File: config.mk
export PLATFORM = sky130hd
export DESIGN_NAME = ksa_share_ctrl
export DESIGN_NICKNAME = d
export VERILOG_FILES = /design/src/rtl/ksa_share_ctrl.sv
export SDC_FILE = /design/constraint.sdc
export NUM_CORES = 1
export LEC_CHECK = 0
export ABC_AREA = 1
export CAP_MARGIN = 15
export CORE_MARGIN = 3
export CORE_UTILIZATION = 34
export DETAILED_ROUTE_END_ITERATION = 10
export GPL_TIMING_DRIVEN = 0
export PLACE_DENSITY_LB_ADDON = 0.25
export SLEW_MARGIN = 20
export SYNTH_ARGS = -nofsm -noshare
export SYNTH_HDL_FRONTEND = slang
export SYNTH_SLANG_ARGS = --single-unit
File: constraint.sdc
create_clock -name clk -period 1.79 [get_ports clk]
set_clock_uncertainty 0.2 [all_clocks]
set_input_delay 0.179 -clock clk [delete_from_list [all_inputs] [get_ports clk]]
set_output_delay 0.179 -clock clk [all_outputs]
set_load 0.02 [all_outputs]
File: src/rtl/ksa_share_ctrl.sv
// +----------------------------------------------------------------------------+
// | ksa_share_ctrl: round-robin time-sharing controller for one external       |
// | Kogge-Stone adder. Optional macro KSA_MC2_EN: 2-cycle adder evaluation.     |
// | Revision: 1.0                                                               |
// +----------------------------------------------------------------------------+
`default_nettype none

module ksa_share_ctrl #(
  parameter int NREQ = 4,
  parameter int W    = 12,
  parameter int IDW  = 2
) (
  input  logic              clk,
  input  logic              rst_n,
  input  logic [NREQ-1:0]   req_valid,
  output logic [NREQ-1:0]   req_ready,
  input  logic [NREQ*W-1:0] req_x,
  input  logic [NREQ*W-1:0] req_y,
  input  logic [NREQ-1:0]   req_cin,
  output logic [W-1:0]      add_x,
  output logic [W-1:0]      add_y,
  output logic              add_cin,
  input  logic [W:0]        add_s,
  output logic              rsp_valid,
  input  logic              rsp_ready,
  output logic [IDW-1:0]    rsp_id,
  output logic [W:0]        rsp_sum,
  output logic              busy
);

  if ((2 ** IDW) < NREQ) begin : g_cfg_err
    $error("ksa_share_ctrl: IDW=%0d cannot index NREQ=%0d requesters", IDW, NREQ);
  end

  typedef enum logic [1:0] {
    S_IDLE = 2'd0,
    S_EVAL = 2'd1,
    S_RESP = 2'd2
  } state_t;

  localparam logic [IDW-1:0] C_PTR_RST = IDW'(NREQ - 1);

  state_t         state_q, state_d;
  logic [IDW-1:0] rr_ptr_q, rr_ptr_d;
  logic [W-1:0]   add_x_q, add_x_d;
  logic [W-1:0]   add_y_q, add_y_d;
  logic           add_cin_q, add_cin_d;
  logic           rsp_valid_q, rsp_valid_d;
  logic [IDW-1:0] rsp_id_q, rsp_id_d;
  logic [W:0]     rsp_sum_q, rsp_sum_d;
`ifdef KSA_MC2_EN
  logic           mc_cnt_q, mc_cnt_d;
`endif

  logic           any_valid;
  logic           hi_hit;
  logic [IDW-1:0] hi_idx, lo_idx, gnt_idx;
  logic [NREQ-1:0] gnt_oh;
  logic [W-1:0]   gnt_x, gnt_y;
  logic           gnt_cin;

  // Round-robin: the lowest valid index above rr_ptr wins; otherwise wrap to the lowest valid.
  always_comb begin
    any_valid = |req_valid;
    hi_hit    = 1'b0;
    hi_idx    = '0;
    lo_idx    = '0;
    for (int i = NREQ - 1; i >= 0; i--) begin
      if (req_valid[i]) begin
        lo_idx = i[IDW-1:0];
        if (i[IDW-1:0] > rr_ptr_q) begin
          hi_idx = i[IDW-1:0];
          hi_hit = 1'b1;
        end
      end
    end
    gnt_idx = hi_hit ? hi_idx : lo_idx;
    gnt_oh  = '0;
    gnt_x   = '0;
    gnt_y   = '0;
    gnt_cin = 1'b0;
    for (int i = 0; i < NREQ; i++) begin
      if (any_valid && (gnt_idx == i[IDW-1:0])) begin
        gnt_oh[i] = 1'b1;
        gnt_x     = req_x[i*W +: W];
        gnt_y     = req_y[i*W +: W];
        gnt_cin   = req_cin[i];
      end
    end
  end

  always_comb begin
    state_d     = state_q;
    rr_ptr_d    = rr_ptr_q;
    add_x_d     = add_x_q;
    add_y_d     = add_y_q;
    add_cin_d   = add_cin_q;
    rsp_valid_d = rsp_valid_q;
    rsp_id_d    = rsp_id_q;
    rsp_sum_d   = rsp_sum_q;
`ifdef KSA_MC2_EN
    mc_cnt_d    = mc_cnt_q;
`endif
    case (state_q)
      S_IDLE: begin
        if (any_valid) begin
          add_x_d   = gnt_x;
          add_y_d   = gnt_y;
          add_cin_d = gnt_cin;
          rsp_id_d  = gnt_idx;
          rr_ptr_d  = gnt_idx;
          state_d   = S_EVAL;
`ifdef KSA_MC2_EN
          mc_cnt_d  = 1'b0;
`endif
        end
      end
      S_EVAL: begin
`ifdef KSA_MC2_EN
        if (!mc_cnt_q) begin
          mc_cnt_d = 1'b1;
        end else begin
          rsp_sum_d   = add_s;
          rsp_valid_d = 1'b1;
          state_d     = S_RESP;
        end
`else
        rsp_sum_d   = add_s;
        rsp_valid_d = 1'b1;
        state_d     = S_RESP;
`endif
      end
      S_RESP: begin
        if (rsp_ready) begin
          rsp_valid_d = 1'b0;
          state_d     = S_IDLE;
        end
      end
      default: begin
        rsp_valid_d = 1'b0;
        state_d     = S_IDLE;
      end
    endcase
  end

  always_ff @(posedge clk or negedge rst_n) begin
    if (!rst_n) begin
      state_q     <= S_IDLE;
      rr_ptr_q    <= C_PTR_RST;
      add_x_q     <= '0;
      add_y_q     <= '0;
      add_cin_q   <= 1'b0;
      rsp_valid_q <= 1'b0;
      rsp_id_q    <= '0;
      rsp_sum_q   <= '0;
`ifdef KSA_MC2_EN
      mc_cnt_q    <= 1'b0;
`endif
    end else begin
      state_q     <= state_d;
      rr_ptr_q    <= rr_ptr_d;
      add_x_q     <= add_x_d;
      add_y_q     <= add_y_d;
      add_cin_q   <= add_cin_d;
      rsp_valid_q <= rsp_valid_d;
      rsp_id_q    <= rsp_id_d;
      rsp_sum_q   <= rsp_sum_d;
`ifdef KSA_MC2_EN
      mc_cnt_q    <= mc_cnt_d;
`endif
    end
  end

  // Ready is a combinational grant, gated off while reset is asserted.
  assign req_ready = (rst_n && (state_q == S_IDLE)) ? gnt_oh : '0;
  assign add_x     = add_x_q;
  assign add_y     = add_y_q;
  assign add_cin   = add_cin_q;
  assign rsp_valid = rsp_valid_q;
  assign rsp_id    = rsp_id_q;
  assign rsp_sum   = rsp_sum_q;
  assign busy      = (state_q != S_IDLE);

endmodule

`default_nettype wire

==> results.md <==
- Critical Path End Type: primary output
- Critical R2R Launch: rr_ptr_q[1]
- Reg2Reg Capture Point: add_x[3]
- CP required: 1.41 ns
- CTS Buffer Depth: 2
- Yosys warning count: 0
- Port bufs: 165
- Hold depth: 2
- Antenna violations before repair: 0
- Vias: 3,389
- EDFF count, synth: 0
- Global-route wire length before repair: 16,700 microns
- TritonCTS buffer count: 5
- Root Driver: clkbuf_8
- Area leader, netlist: dfrtp_1
- Mean area per synthesized cell: 7.31 sq um
- Max_slew headroom: 0.369
- Detail Route Antenna Nets: 0
- Area grow syn2layout: 97.1%
- Hold endpoint: rsp_id[1]
- Row count: 31
- Ratio of cells with drive above 1 in the final layout: 0.214
- R2R Setup Slk: -0.29 ns
- Peak supply drop: 0.000672 V
- Violated checks: setup timing
- Fin util: 0.708
- Maximum net fanout on the critical path: 3
- DR DRC count: 0
- Cells after Synth: 366
- R2R cell count: 11
- Status: finished, violations left
- Post-Syn Area: 0.00268 sq mm
- Slew Viols, Final: 0
- Synth Flop Type: dfrtp_1
- Avg WL per Cell: 16.9 microns
- Grt met2 use: 0.452
- Seq/Total Area, Yosys: 0.422
- I/O Pins: 166
- Congestion Overflow GR: 0
- Die Y: 94.7 microns
- Slew @ Worst Pin: 0.943 ns
- Met1 track demand over resource: 0.266
- Die Area: 0.00897 sq mm
- Finished Cell Area: 0.00527 sq mm
- Final Wtd Congestion: 0.863
- Yosys reg bits: 45
- CTS tree: done
- # setup viols final: 29
- Hold Startpoint: rsp_id[1]
- Ant diodes: 0
- Proportion of netlist area held by the largest area contributor: 0.402
- Largest net degree at the start of global routing: 25
- Clk_lat worst skew: 0.30 ns
- Initial core utilization: 0.359
- Cell Pwr Density: 1640 mW/mm^2
- Count of cell types in the netlist: 24
- Hpwl dp: 7950 microns
- DP Worst Slack: -1.02 ns
- Clk slew on worst S/H paths: 0.09 ns
- Period utilisation layout: 1.23
- List of most frequent post-synthesis cells: nand3_1 (94), nor2_1 (75), nand2_1 (60)
- Top post-synthesis cells by area: dfrtp_1 (40%), nand3_1 (18%), nor2_1 (11%)
- Setup CP Type: reg -> out
- DR pass1 iterations: 6
- M3 GR Usage: 0.0725
- Final WS setup: -0.419 ns
- RSZ-0062 raised after global routing: yes
- Starting DRT DRC Count: 146
- HP Class: reg -> reg
- Startpoint type of the worst setup path: flop
- Async SR Flop Fraction: 1.00
- Drt total wl: 11,300 microns
- Area after DPL: 0.00453 sq mm
- Post-layout min period: 2.21 ns
- Static leakage: 2.32 nW
- Final setup TNS: -6.90 ns
- Max_cap viols: 0
- Vias in the first global route: 3,415
- CTS HTree Levels: 2
- Die W: 94.7 microns
- Core box area: 0.00745 sq mm
- GRT Overall Usage: 0.240
- Nets: 690
- Post-Syn Nets: 486
- Most common cell in the synthesized netlist: nand3_1
- Busiest grt layer: met2
- CP arrival: 1.83 ns
- Max frequency: 0.453 GHz
- Fin. Hold Viols: 0
- Clk sinks: 45
- Design Power: 8.66 mW
- Vias per cell: 5.06
==> routing by layer <==
metal | up-vias | routed length [microns] | part of all wire
met3 | 12 | 1200 | 0.11
met2 | 158 | 5740 | 0.51
met1 | 1573 | 4230 | 0.37
li1 | 1646 | - | -
met5 | - | 0 | 0
met4 | 0 | 134 | 0.012
==> worst max-delay path: stages (launching register included) <==
cell	delay [ns]
dfstp_2	0.59
nand2_2	0.09
nand2_4	0.09
nand2_4	0.07
nand2_4	0.08
nand2_4	0.06
buf_6	0.12
nor4_4	0.23
buf_4	0.19
==> report_power, final <==
part	switching (mW)	internal, mW	leakage [nW]
Sequential	0.309	1.57	0.517
Combinational	3.14	2.81	1.74
Clock	0.370	0.454	0.0574
Total	3.82	4.83	2.32
==> area by class of cell <==
| cell class | instances | area (sq um) |
|---|---|---|
| well taps | 99 | 124 |
| plain buffers | 25 | 230 |
| clock inverters | 2 | 37.5 |
| multi-input cells | 280 | 1580 |
| repair buffers | 198 | 2030 |
| flip-flops and latches | 45 | 1130 |
| fillers | 597 | 2170 |
| inverters | 15 | 61.3 |
| clock buffers | 6 | 82.6 |
==> flip-flops by register name (all words and copies together), names as in the netlist <==
name       flops
state_q        2
add_y         12
rr_ptr_q       2
rsp_sum       13
add_cin        1
rsp_id         2
rsp_valid      1
add_x         12
==> worst max-delay path by stage <==
stage,startpoint,to,slack (ns),depth (start not counted)
3_5_place_dp,req_valid[1],req_ready[0],-1.02,9
2_1_floorplan,rr_ptr_q[1],add_x[5],-0.03,9
6_report,rr_ptr_q[1],req_ready[0],-0.42,8
4_1_cts,rr_ptr_q[0],req_ready[0],-0.40,8
5_1_grt,rr_ptr_q[0],req_ready[0],-0.47,8
3_3_place_gp,rst_n,req_ready[0],-2.38,4
==> cells in the final DEF (no fill, tap or decap), drive strengths merged <==
| cell | count |
|---|---|
| clkdlybuf4s50 | 156 |
| nand3 | 95 |
| nor2 | 76 |
| nand2 | 61 |
| buf | 51 |
| dfrtp | 43 |
| nand4 | 22 |
| clkbuf | 16 |
| inv | 15 |
| mux2 | 13 |
| nor3 | 5 |
| a21oi | 5 |
| dlygate4sd2 | 3 |
| dlygate4sd3 | 2 |
| dfstp | 2 |
| nor4 | 1 |
| o21ai | 1 |
| o22ai | 1 |
| clkinvlp | 1 |
| bufinv | 1 |
| dlymetal6s2s | 1 |
==> per-stage QoR <==
| stage | instances | hold slack (ns) |
|---|---|---|
| final | 670 | 0.279 |
| after global routing | 670 | 0.284 |
| after CTS | 660 | 0.282 |
| after detailed placement | 631 | 0.0220 |
| after global placement | 630 | 0.264 |
| after floorplan | 366 | -0.317 |
==> timing repair <==
action,CTS,global route
gates resized for setup,74,45
setup buffers,16,9
hold buffers,4,0
setup endpoints to repair,35,43
pin swaps,16,22
hold endpoints to repair,24,0
gates cloned,1,2
==> cell families (layout without fill, tap and decap cells) <==
logic type / count (synthesis) / in the layout / share of synthesized area
DFF: 45 / 45 / 0.422
buffers and inverters: 41 / 246 / 0.0659
AOI/OAI and AO/OA: 7 / 7 / 0.0192
muxes: 13 / 13 / 0.0547
and+or+nand+nor: 260 / 260 / 0.439
Power figures use the tool's default switching activity.
